<file path="config.mk">
export PLATFORM = sky130hd
export DESIGN_NAME = xalu_seq
export DESIGN_NICKNAME = d
export VERILOG_FILES = /design/src/rtl/xalu_pkg.sv /design/src/rtl/xalu_datapath.sv /design/src/rtl/xalu_seq.sv
export SDC_FILE = /design/constraint.sdc
export NUM_CORES = 1
export LEC_CHECK = 0
export ABC_AREA = 1
export ABC_CLOCK_PERIOD_IN_PS = 3000
export CORE_MARGIN = 1.5
export CORE_UTILIZATION = 50
export DETAILED_ROUTE_END_ITERATION = 12
export PLACE_DENSITY = 0.87
export SYNTH_ARGS = -nofsm -noshare
export SYNTH_HDL_FRONTEND = slang
export SYNTH_SLANG_ARGS = --single-unit
</file>
<file path="constraint.sdc">
create_clock -name clk -period 3 [get_ports clk]
set_input_delay 0.45 -clock clk [delete_from_list [all_inputs] [get_ports clk]]
set_output_delay 0.45 -clock clk [all_outputs]
set_load 0.01 [all_outputs]
</file>
<file path="src/rtl/xalu_pkg.sv">
// Shared definitions for the sequential ALU: function codes, FSM states and small helpers.
package xalu_pkg;

    localparam int unsigned OP_W = 4;

    localparam logic [OP_W-1:0] OP_ADD   = 4'd0;
    localparam logic [OP_W-1:0] OP_ADC   = 4'd1;
    localparam logic [OP_W-1:0] OP_SUB   = 4'd2;
    localparam logic [OP_W-1:0] OP_AND   = 4'd3;
    localparam logic [OP_W-1:0] OP_OR    = 4'd4;
    localparam logic [OP_W-1:0] OP_XOR   = 4'd5;
    localparam logic [OP_W-1:0] OP_PASSA = 4'd6;
    localparam logic [OP_W-1:0] OP_PASSB = 4'd7;
    localparam logic [OP_W-1:0] OP_SHL1  = 4'd8;
    localparam logic [OP_W-1:0] OP_SHR1  = 4'd9;
    localparam logic [OP_W-1:0] OP_SHLN  = 4'd10;
    localparam logic [OP_W-1:0] OP_SHRN  = 4'd11;

    typedef enum logic [1:0] {
        ST_IDLE  = 2'd0,
        ST_SHIFT = 2'd1,
        ST_HOLD  = 2'd2
    } state_e;

    // Multi-bit shifts are the only ops that may take more than one cycle.
    function automatic logic is_nshift(input logic [OP_W-1:0] code);
        return (code == OP_SHLN) || (code == OP_SHRN);
    endfunction

endpackage

</file>
<file path="src/rtl/xalu_datapath.sv">
// Combinational single-step function unit: adder, logic, pass and one-bit shifts with carry out.
module xalu_datapath
    import xalu_pkg::*;
#(
    parameter int unsigned WIDTH = 8
) (
    input  logic [OP_W-1:0]  op,
    input  logic [WIDTH-1:0] a,
    input  logic [WIDTH-1:0] b,
    input  logic             cin,
    output logic [WIDTH-1:0] r,
    output logic             cout,
    output logic             cupd
);

    localparam int unsigned SW = WIDTH + 1;

    logic [SW-1:0] sum;

    always_comb begin
        sum  = '0;
        r    = a;
        cout = 1'b0;
        cupd = 1'b1;
        case (op)
            OP_ADD: begin
                sum  = {1'b0, a} + {1'b0, b};
                r    = sum[WIDTH-1:0];
                cout = sum[WIDTH];
            end
            OP_ADC: begin
                sum  = {1'b0, a} + {1'b0, b} + SW'(cin);
                r    = sum[WIDTH-1:0];
                cout = sum[WIDTH];
            end
            // Carry out of SUB is the inverted borrow: 1 when a >= b.
            OP_SUB: begin
                sum  = {1'b0, a} + {1'b0, ~b} + SW'(1);
                r    = sum[WIDTH-1:0];
                cout = sum[WIDTH];
            end
            OP_AND:   r = a & b;
            OP_OR:    r = a | b;
            OP_XOR:   r = a ^ b;
            OP_PASSA: r = a;
            OP_PASSB: r = b;
            OP_SHL1: begin
                r    = {a[WIDTH-2:0], cin};
                cout = a[WIDTH-1];
            end
            OP_SHR1: begin
                r    = {cin, a[WIDTH-1:1]};
                cout = a[0];
            end
            // One zero-filled step of a multi-bit shift; the top iterates it.
            OP_SHLN: begin
                r    = {a[WIDTH-2:0], 1'b0};
                cout = a[WIDTH-1];
            end
            OP_SHRN: begin
                r    = {1'b0, a[WIDTH-1:1]};
                cout = a[0];
            end
            default: begin
                r    = a;
                cupd = 1'b0;
            end
        endcase
    end

endmodule

</file>
<file path="src/rtl/xalu_seq.sv">
// Sequential ALU: handshaked operand intake, iterative shifter, accumulator and registered result/flags.
module xalu_seq
    import xalu_pkg::*;
#(
    parameter int unsigned WIDTH = 8,
    parameter int unsigned SHW   = $clog2(WIDTH)
) (
    input  logic             clk,
    input  logic             rst_n,
    input  logic             in_valid,
    output logic             in_ready,
    input  logic [OP_W-1:0]  op,
    input  logic [WIDTH-1:0] a_in,
    input  logic [WIDTH-1:0] b_in,
    input  logic             src_acc,
    input  logic             acc_we,
    input  logic             com,
    output logic             out_valid,
    input  logic             out_ready,
    output logic [WIDTH-1:0] result,
    output logic             carry,
    output logic             zero,
    output logic             neg_zero,
    output logic             equ,
    output logic [WIDTH-1:0] acc
);

    state_e           state;
    logic [OP_W-1:0]  op_q;
    logic [WIDTH-1:0] work;
    logic [SHW-1:0]   cnt;
    logic             com_q;
    logic             acc_we_q;
    logic             equ_q;

    logic             accept_c;
    logic             in_shift_c;
    logic             go_shift_c;
    logic             finish_c;
    logic             keep_a_c;
    logic             carry_upd_c;
    logic             com_sel_c;
    logic             we_sel_c;
    logic             eq_sel_c;
    logic [SHW-1:0]   count_c;
    logic [OP_W-1:0]  dp_op_c;
    logic [WIDTH-1:0] a_sel_c;
    logic [WIDTH-1:0] dp_a_c;
    logic [WIDTH-1:0] dp_b_c;
    logic [WIDTH-1:0] r_c;
    logic [WIDTH-1:0] res_c;
    logic [WIDTH-1:0] dp_r;
    logic             dp_cout;
    logic             dp_cupd;

    // A new op may enter while idle, or while the held result is being taken.
    assign in_ready = (state == ST_IDLE) || ((state == ST_HOLD) && out_ready);

    always_comb begin
        accept_c    = in_valid && in_ready;
        in_shift_c  = (state == ST_SHIFT);
        a_sel_c     = src_acc ? acc : a_in;
        count_c     = b_in[SHW-1:0];
        dp_op_c     = in_shift_c ? op_q : op;
        dp_a_c      = in_shift_c ? work : a_sel_c;
        dp_b_c      = in_shift_c ? '0 : b_in;
        keep_a_c    = !in_shift_c && is_nshift(op) && (count_c == '0);
        go_shift_c  = accept_c && is_nshift(op) && (count_c > SHW'(1));
        finish_c    = in_shift_c ? (cnt == SHW'(1)) : (accept_c && !go_shift_c);
        r_c         = keep_a_c ? a_sel_c : dp_r;
        com_sel_c   = in_shift_c ? com_q : com;
        res_c       = com_sel_c ? ~r_c : r_c;
        carry_upd_c = dp_cupd && !keep_a_c;
        we_sel_c    = in_shift_c ? acc_we_q : acc_we;
        eq_sel_c    = in_shift_c ? equ_q : (a_sel_c == b_in);
    end

    xalu_datapath #(
        .WIDTH (WIDTH)
    ) u_datapath (
        .op   (dp_op_c),
        .a    (dp_a_c),
        .b    (dp_b_c),
        .cin  (carry),
        .r    (dp_r),
        .cout (dp_cout),
        .cupd (dp_cupd)
    );

    // FSM, shift iterator and all architectural state.
    always_ff @(posedge clk or negedge rst_n) begin
        if (!rst_n) begin
            state     <= ST_IDLE;
            op_q      <= '0;
            work      <= '0;
            cnt       <= '0;
            com_q     <= 1'b0;
            acc_we_q  <= 1'b0;
            equ_q     <= 1'b0;
            out_valid <= 1'b0;
            result    <= '0;
            carry     <= 1'b0;
            zero      <= 1'b0;
            neg_zero  <= 1'b0;
            equ       <= 1'b0;
            acc       <= '0;
        end else begin
            case (state)
                ST_IDLE, ST_HOLD: begin
                    if ((state == ST_HOLD) && out_ready) begin
                        state     <= ST_IDLE;
                        out_valid <= 1'b0;
                    end
                    if (accept_c) begin
                        op_q      <= op;
                        com_q     <= com;
                        acc_we_q  <= acc_we;
                        equ_q     <= eq_sel_c;
                        // First shift step happens on the accept edge.
                        work      <= dp_r;
                        cnt       <= count_c - SHW'(1);
                        state     <= go_shift_c ? ST_SHIFT : ST_HOLD;
                        out_valid <= !go_shift_c;
                    end
                end
                ST_SHIFT: begin
                    work <= dp_r;
                    cnt  <= cnt - SHW'(1);
                    if (cnt == SHW'(1)) begin
                        state     <= ST_HOLD;
                        out_valid <= 1'b1;
                    end
                end
                default: begin
                    state     <= ST_IDLE;
                    out_valid <= 1'b0;
                end
            endcase

            if (finish_c) begin
                result   <= res_c;
                zero     <= (res_c == '0);
                neg_zero <= &res_c;
                equ      <= eq_sel_c;
                if (carry_upd_c) begin
                    carry <= dp_cout;
                end
                if (we_sel_c) begin
                    acc <= res_c;
                end
            end
        end
    end

endmodule

</file>
; ---- Word level (Yosys, flattened, before mapping)
; Index checks and enable logic that the tools add are counted.
[op_classes]
add_sub_neg = 6
n_lt_le_gt_ge = 1
n_eq_ne = 20
mux = 26
bitwise_logic = 5
reduce_logical = 28
[op_table]
columns = operator, count
row1 = $pmux W8 S11, 1
row2 = $mux W8, 6
row3 = $eq A4 B4 Y1 const B, 6
row4 = $add A8 B8 Y9, 2
row5 = $eq A4 B3 Y1 const B, 4
row6 = $not A8 Y8, 2
row7 = $pmux W8 S2, 1
row8 = $reduce_or A12 Y1, 1
row9 = $reduce_and A2 Y1, 5
row10 = $add A9 B1 Y9, 1
row11 = $add A9 B1 Y9 const B, 1
row12 = $and A8 B8 Y8, 1
row13 = $eq A4 B2 Y1 const B, 2
row14 = $eq A8 B8 Y1, 1
row15 = $logic_and A1 B1 Y1, 8
row16 = $logic_not A8 Y1, 1
row17 = $mux W1, 8
row18 = $mux W2, 4
row19 = $or A8 B8 Y8, 1
row20 = $reduce_and A8 Y1, 1
row21 = $xor A8 B8 Y8, 1
row22 = $pmux W3 S2, 1
row23 = $reduce_or A2 Y1, 3
row24 = $sub A3 B1 Y3 const B, 2
row25 = other kinds (19), 22
[word_totals]
register_bits = 41
in_bits = 27
output_inout_bits = 22

; ---- Logic depth before layout (Yosys ltp)
[logic_depth]
word_depth = 10
ltp_mapped = 26
mapped_depth_nobuf = 24

; ---- Hierarchy
; From an unflattened synthesis, not the netlist that was laid out.
[unflattened]
cells_unflattened = 706
hier_area_um2 = 4451.8
[modules_own_cells]
columns = mod, instances, cells_each, area_per_inst_um2, seq_area_each_um2
row1 = xalu_seq, 1, 390, 2665.1, 1001.0
row2 = xalu_datapath, 1, 316, 1786.7, 0.0

; ---- Worst setup path before layout
; Ideal clock, no wire load.
[synth_timing]
kind = input-to-reg
start = in src_acc
end = reg zero
setup_time_ns = 0.118
arrival_time_ns = 2.863
required_ns = 2.882
path_slack_ns = 0.019
path_stages = 24
n_path_buf = 2
cell_sequence = buf_2 > inv_1 > nand2_1 > nand2_1 > nand2_1 > nand2_1 > inv_1 > ha_1 > buf_2 > inv_1 > nand3_1 > nand2_1 > nand2_1 > nand2_1 > a21oi_1 > or2_2 > nand2_1 > nand3_1 > nand3_1 > nand2_1 > nand2_1 > nand2_1 > nand4_1 > nand2_1
[synth_via]
elab_chain_len = 9
elab_cells_between_ends = 14
[synth_rtl]
columns = element, line_no
row1 = start: declaration, xalu_seq.sv:15  ; input logic src_acc,
row2 = $mux W8 *, xalu_seq.sv:62  ; a_sel_c = src_acc ? acc : a_in;
row3 = $mux W8, xalu_seq.sv:65  ; dp_a_c = in_shift_c ? work : a_sel_c;
row4 = "$add A8 B8 Y9, on equally long branches", "xalu_datapath.sv:38, xalu_datapath.sv:27, xalu_datapath.sv:32"
row5 = "$add A9 B1 Y9, on equally long branches", "xalu_datapath.sv:38, xalu_datapath.sv:32"
row6 = $pmux W8 S11, xalu_datapath.sv:25  ; case (op)
row7 = $mux W8 *, xalu_seq.sv:70  ; r_c = keep_a_c ? a_sel_c : dp_r;
row8 = $not A8 Y8, xalu_seq.sv:72  ; res_c = com_sel_c ? ~r_c : r_c;
row9 = $mux W8 *, xalu_seq.sv:72
row10 = $logic_not A8 Y1 *, xalu_seq.sv:142  ; zero <= (res_c == '0);
row11 = end signal: assignment, xalu_seq.sv:142
row12 = end: declaration, xalu_seq.sv:22  ; output logic zero,
; Every way passes the cells marked *; elsewhere a longest branch is shown, timed or not.
; A chain may end at the register's enable or synchronous reset.

==> results.cfg <==
[sta]
post-route-period-util_pct = 110
rsz0062_at_grt = true
finalCriticalPeriod_ns = 3.31
slew_headroom_pct = 36.6
setup_violations = 16
hold_viol_final = 0
slew_violations = 0
worstMarginPinSlew_ns = 0.952
setup_slack_ns = -0.311
holdWs_ns = 0.280
fmaxAchievable_mhz = 302
finClkSkew_ns = 0.00952

[cts]
root_buffer = clkbuf_8
cts_max_path_buffers = 2
holdBufCountCts = 0
h-tree-depth = 2
cts_made_buffers = 5
tritoncts = done
clkTransAtPathRegs_ns = 0.09
clock_latency_ns = 0.30
clock_sinks = 40

[setup_path]
crit_path_end_kind = flip-flop
path_buf_inv = 5
crit_top_cell = nand2_1
r2r_end = neg_zero
crit_path_start = out_valid
critPathSlowestCell = dfrtp_1
cp_num_cells = 21
reg2reg_depth = 21
critical_path_class = flip-flop to flip-flop
endpoint = neg_zero
path_cells = inv_4 > nand2_8 > buf_4 > clkinvlp_4 > nand2_1 > nand2_1 > inv_1 > ha_4 > buf_4 > a21oi_1 > nand3_1 > nand2_2 > o21ai_0 > nor2_1 > nand3b_4 > nand3_2 > nand3_1 > and2_1 > nor2_1 > nand4_1 > nand2_1
arrival_ns = 3.56
r2r_setup_slack_ns = -0.31
path_delay_family = simple AND/OR/NAND/NOR gates
crit_path_max_incr_delay_ns = 0.42
start_kind = flip-flop
worstReg2RegStart = out_valid
cp_max_fo = 5
required_ns = 3.25

[placed_design]
preCtsSetupSlack_ns = -0.764
placed_area_um2 = 5710
dp_hpwl_mm = 11.9
numPortBuffers = 48
place.gp.congestion = 1.02

[grt]
grt-ovfl-total = 0
grt_max_degree = 41
grt_pass1_wl_mm = 24.5
track_usage_pct = 31.8
antenna_found_initial = 0
grt_pass1_vias = 5189

[power]
pwr_density_cell_nw_per_um2 = 640
ir_worst_vdd_v = 0.000356
total_leakage_power_nw = 3.27
power_mw = 4.04

[drt]
vias = 5521
routed_wl_mm = 16.3
ant_nets = 0
drt_pre_antenna_iters = 5
viasPerCell = 5.72
drt_iter0_drc = 573
drcViolationCount = 0
wl_per_cell_um = 16.9

[hold_path]
min_path_type = input port to asynchronous set/reset pin

[synth]
ys_seq_area_share_pct = 22.4
synth_area_um2 = 4470
yosysWarnings = 0
yosysUniqueCellTypes = 44
syn_nets = 766
syn_avg_cell_area_um2 = 6.33
synth_edf_count = 0
ys.flop_type = dfrtp_1
async_flop_share_pct = 100
synth_seq_cells = 40
syn_inst = 706

[floorplanning]
fp.coreArea_um2 = 8680
ios = 49
die_x_um = 97.5
die_y_um = 97.5
dieArea_um2 = 9510
floorplan.initialDensity_pct = 51.5
row_count = 34

[final_layout]
antenna_cells = 0
drive_gt1_share_pct = 30.4
finish.instance_area_um2 = 6310
area_delta_synth_final_pct = 41.2
multi_input_area_um2 = 3380
nets = 917
seq_area_um2 = 1000
fill_cells = 644

[outcome]
status = finished, violations left
failed_checks = negative setup slack

[flow_run]
maxCapViolCount = 0
-- per-stage QoR --
stage / setup TNS (ns) / cells / utilization [%]
after global routing: -3.90 / 966 / 72.7
after CTS: -0.146 / 960 / 69.5
after global placement: -9.68 / 944 / 65.8
final: -2.11 / 966 / 72.7
after floorplan: 0 / 706 / -
after detailed placement: -11.12 / 944 / 65.8
-- routing by layer --
layer / track usage, % / vias up / wire, µm
met5: 0 / - / 0
met4: 10.9 / 0 / 634
met3: 5.61 / 84 / 1510
met2: 53.5 / 359 / 7800
met1: 41.1 / 2534 / 6410
li1: - / 2544 / -
-- synthesized netlist by cell type, types with 2 or more instances --
cell	instances	area share [%]
buf_4	2	0.34
nand2_1	244	21
nor2_1	60	5.0
inv_2	4	0.34
nand3_1	78	8.7
fa_1	2	0.90
nor4_1	2	0.28
nand2_4	12	3.0
nand4_1	7	0.98
clkbuf_1	3	0.25
ha_1	31	8.7
nor2_2	6	0.84
buf_2	9	1.0
nand3_2	14	3.1
nand2_2	8	1.1
xor2_1	7	1.4
o21a_1	3	0.50
o22ai_1	4	0.56
inv_1	82	6.9
o21ai_1	13	1.5
nor2_4	7	1.8
a21oi_1	15	1.7
nand3b_1	2	0.34
o21ai_0	32	3.6
dfrtp_1	40	22
-- worst min path at each step --
stage | from | end | slack [ns] | cells past startpoint
after global placement | work[3] | work[3] | 0.46 | 2
after CTS | rst_n | carry | 0.31 | 1
after global routing | rst_n | work[7] | 0.36 | 1
after detailed placement | work[0] | work[0] | 0.47 | 2
after floorplan | rst_n | acc[0] | 0.15 | 0
final | rst_n | neg_zero | 0.28 | 1
-- cell type report --
class	count	area share [%]
clock buffer	6	1.15
clock inverter	2	0.555
inverter	88	5.34
multi-input combinational	562	53.5
sequential	40	15.9
tap	108	2.14
timing repair buffer	159	21.3
timing repair inverter	1	0.119
-- report_power, final --
part	internal, mW	switching (mW)
clock network	0.247	0.209
registers	0.733	0.142
logic	1.19	1.51
total	2.17	1.86
-- what timing repair did --
| item | CTS | global route |
|---|---|---|
| buffers inserted | 7 | 6 |
| gates cloned | 1 | 0 |
| pin swaps | 15 | 35 |
| gates resized for setup | 38 | 76 |
| setup endpoints to repair | 18 | 19 |
-- cell families (layout without fill, tap and decap cells) --
group / after synthesis / count (layout) / share of synthesized area (%)
adders and majority gates: 33 / 33 / 9.58
DFF: 40 / 40 / 22.4
buffers and inverters: 104 / 256 / 9.64
muxes: 1 / 1 / 0.252
xor gates and xnor gates: 8 / 8 / 1.57
AOI/OAI and AO/OA: 72 / 72 / 8.80
and+or+nand+nor: 448 / 448 / 47.7
-- sequential cells by signal, indices dropped and copies added (netlist names), 3 cells and up --
register / cells
acc: 8
result: 8
work: 8
op_q: 4
cnt: 3
-- cell usage in the layout, fill, tap and decap left out, types with 9 or more instances in the layout --
| cell type | instances |
|---|---|
| a21oi_1 | 13 |
| nand2_4 | 13 |
| nand2_2 | 32 |
| inv_1 | 72 |
| buf_4 | 102 |
| nor2_4 | 12 |
| dfrtp_1 | 39 |
| buf_6 | 9 |
| o21ai_0 | 23 |
| nand2_1 | 218 |
| o21ai_1 | 18 |
| nor2_1 | 48 |
| clkdlybuf4s50_1 | 46 |
| nor2_2 | 13 |
| ha_1 | 23 |
| nand3_1 | 63 |
| inv_2 | 13 |
| nand3_2 | 28 |
Note: power is estimated with default switching activity, not from simulation.
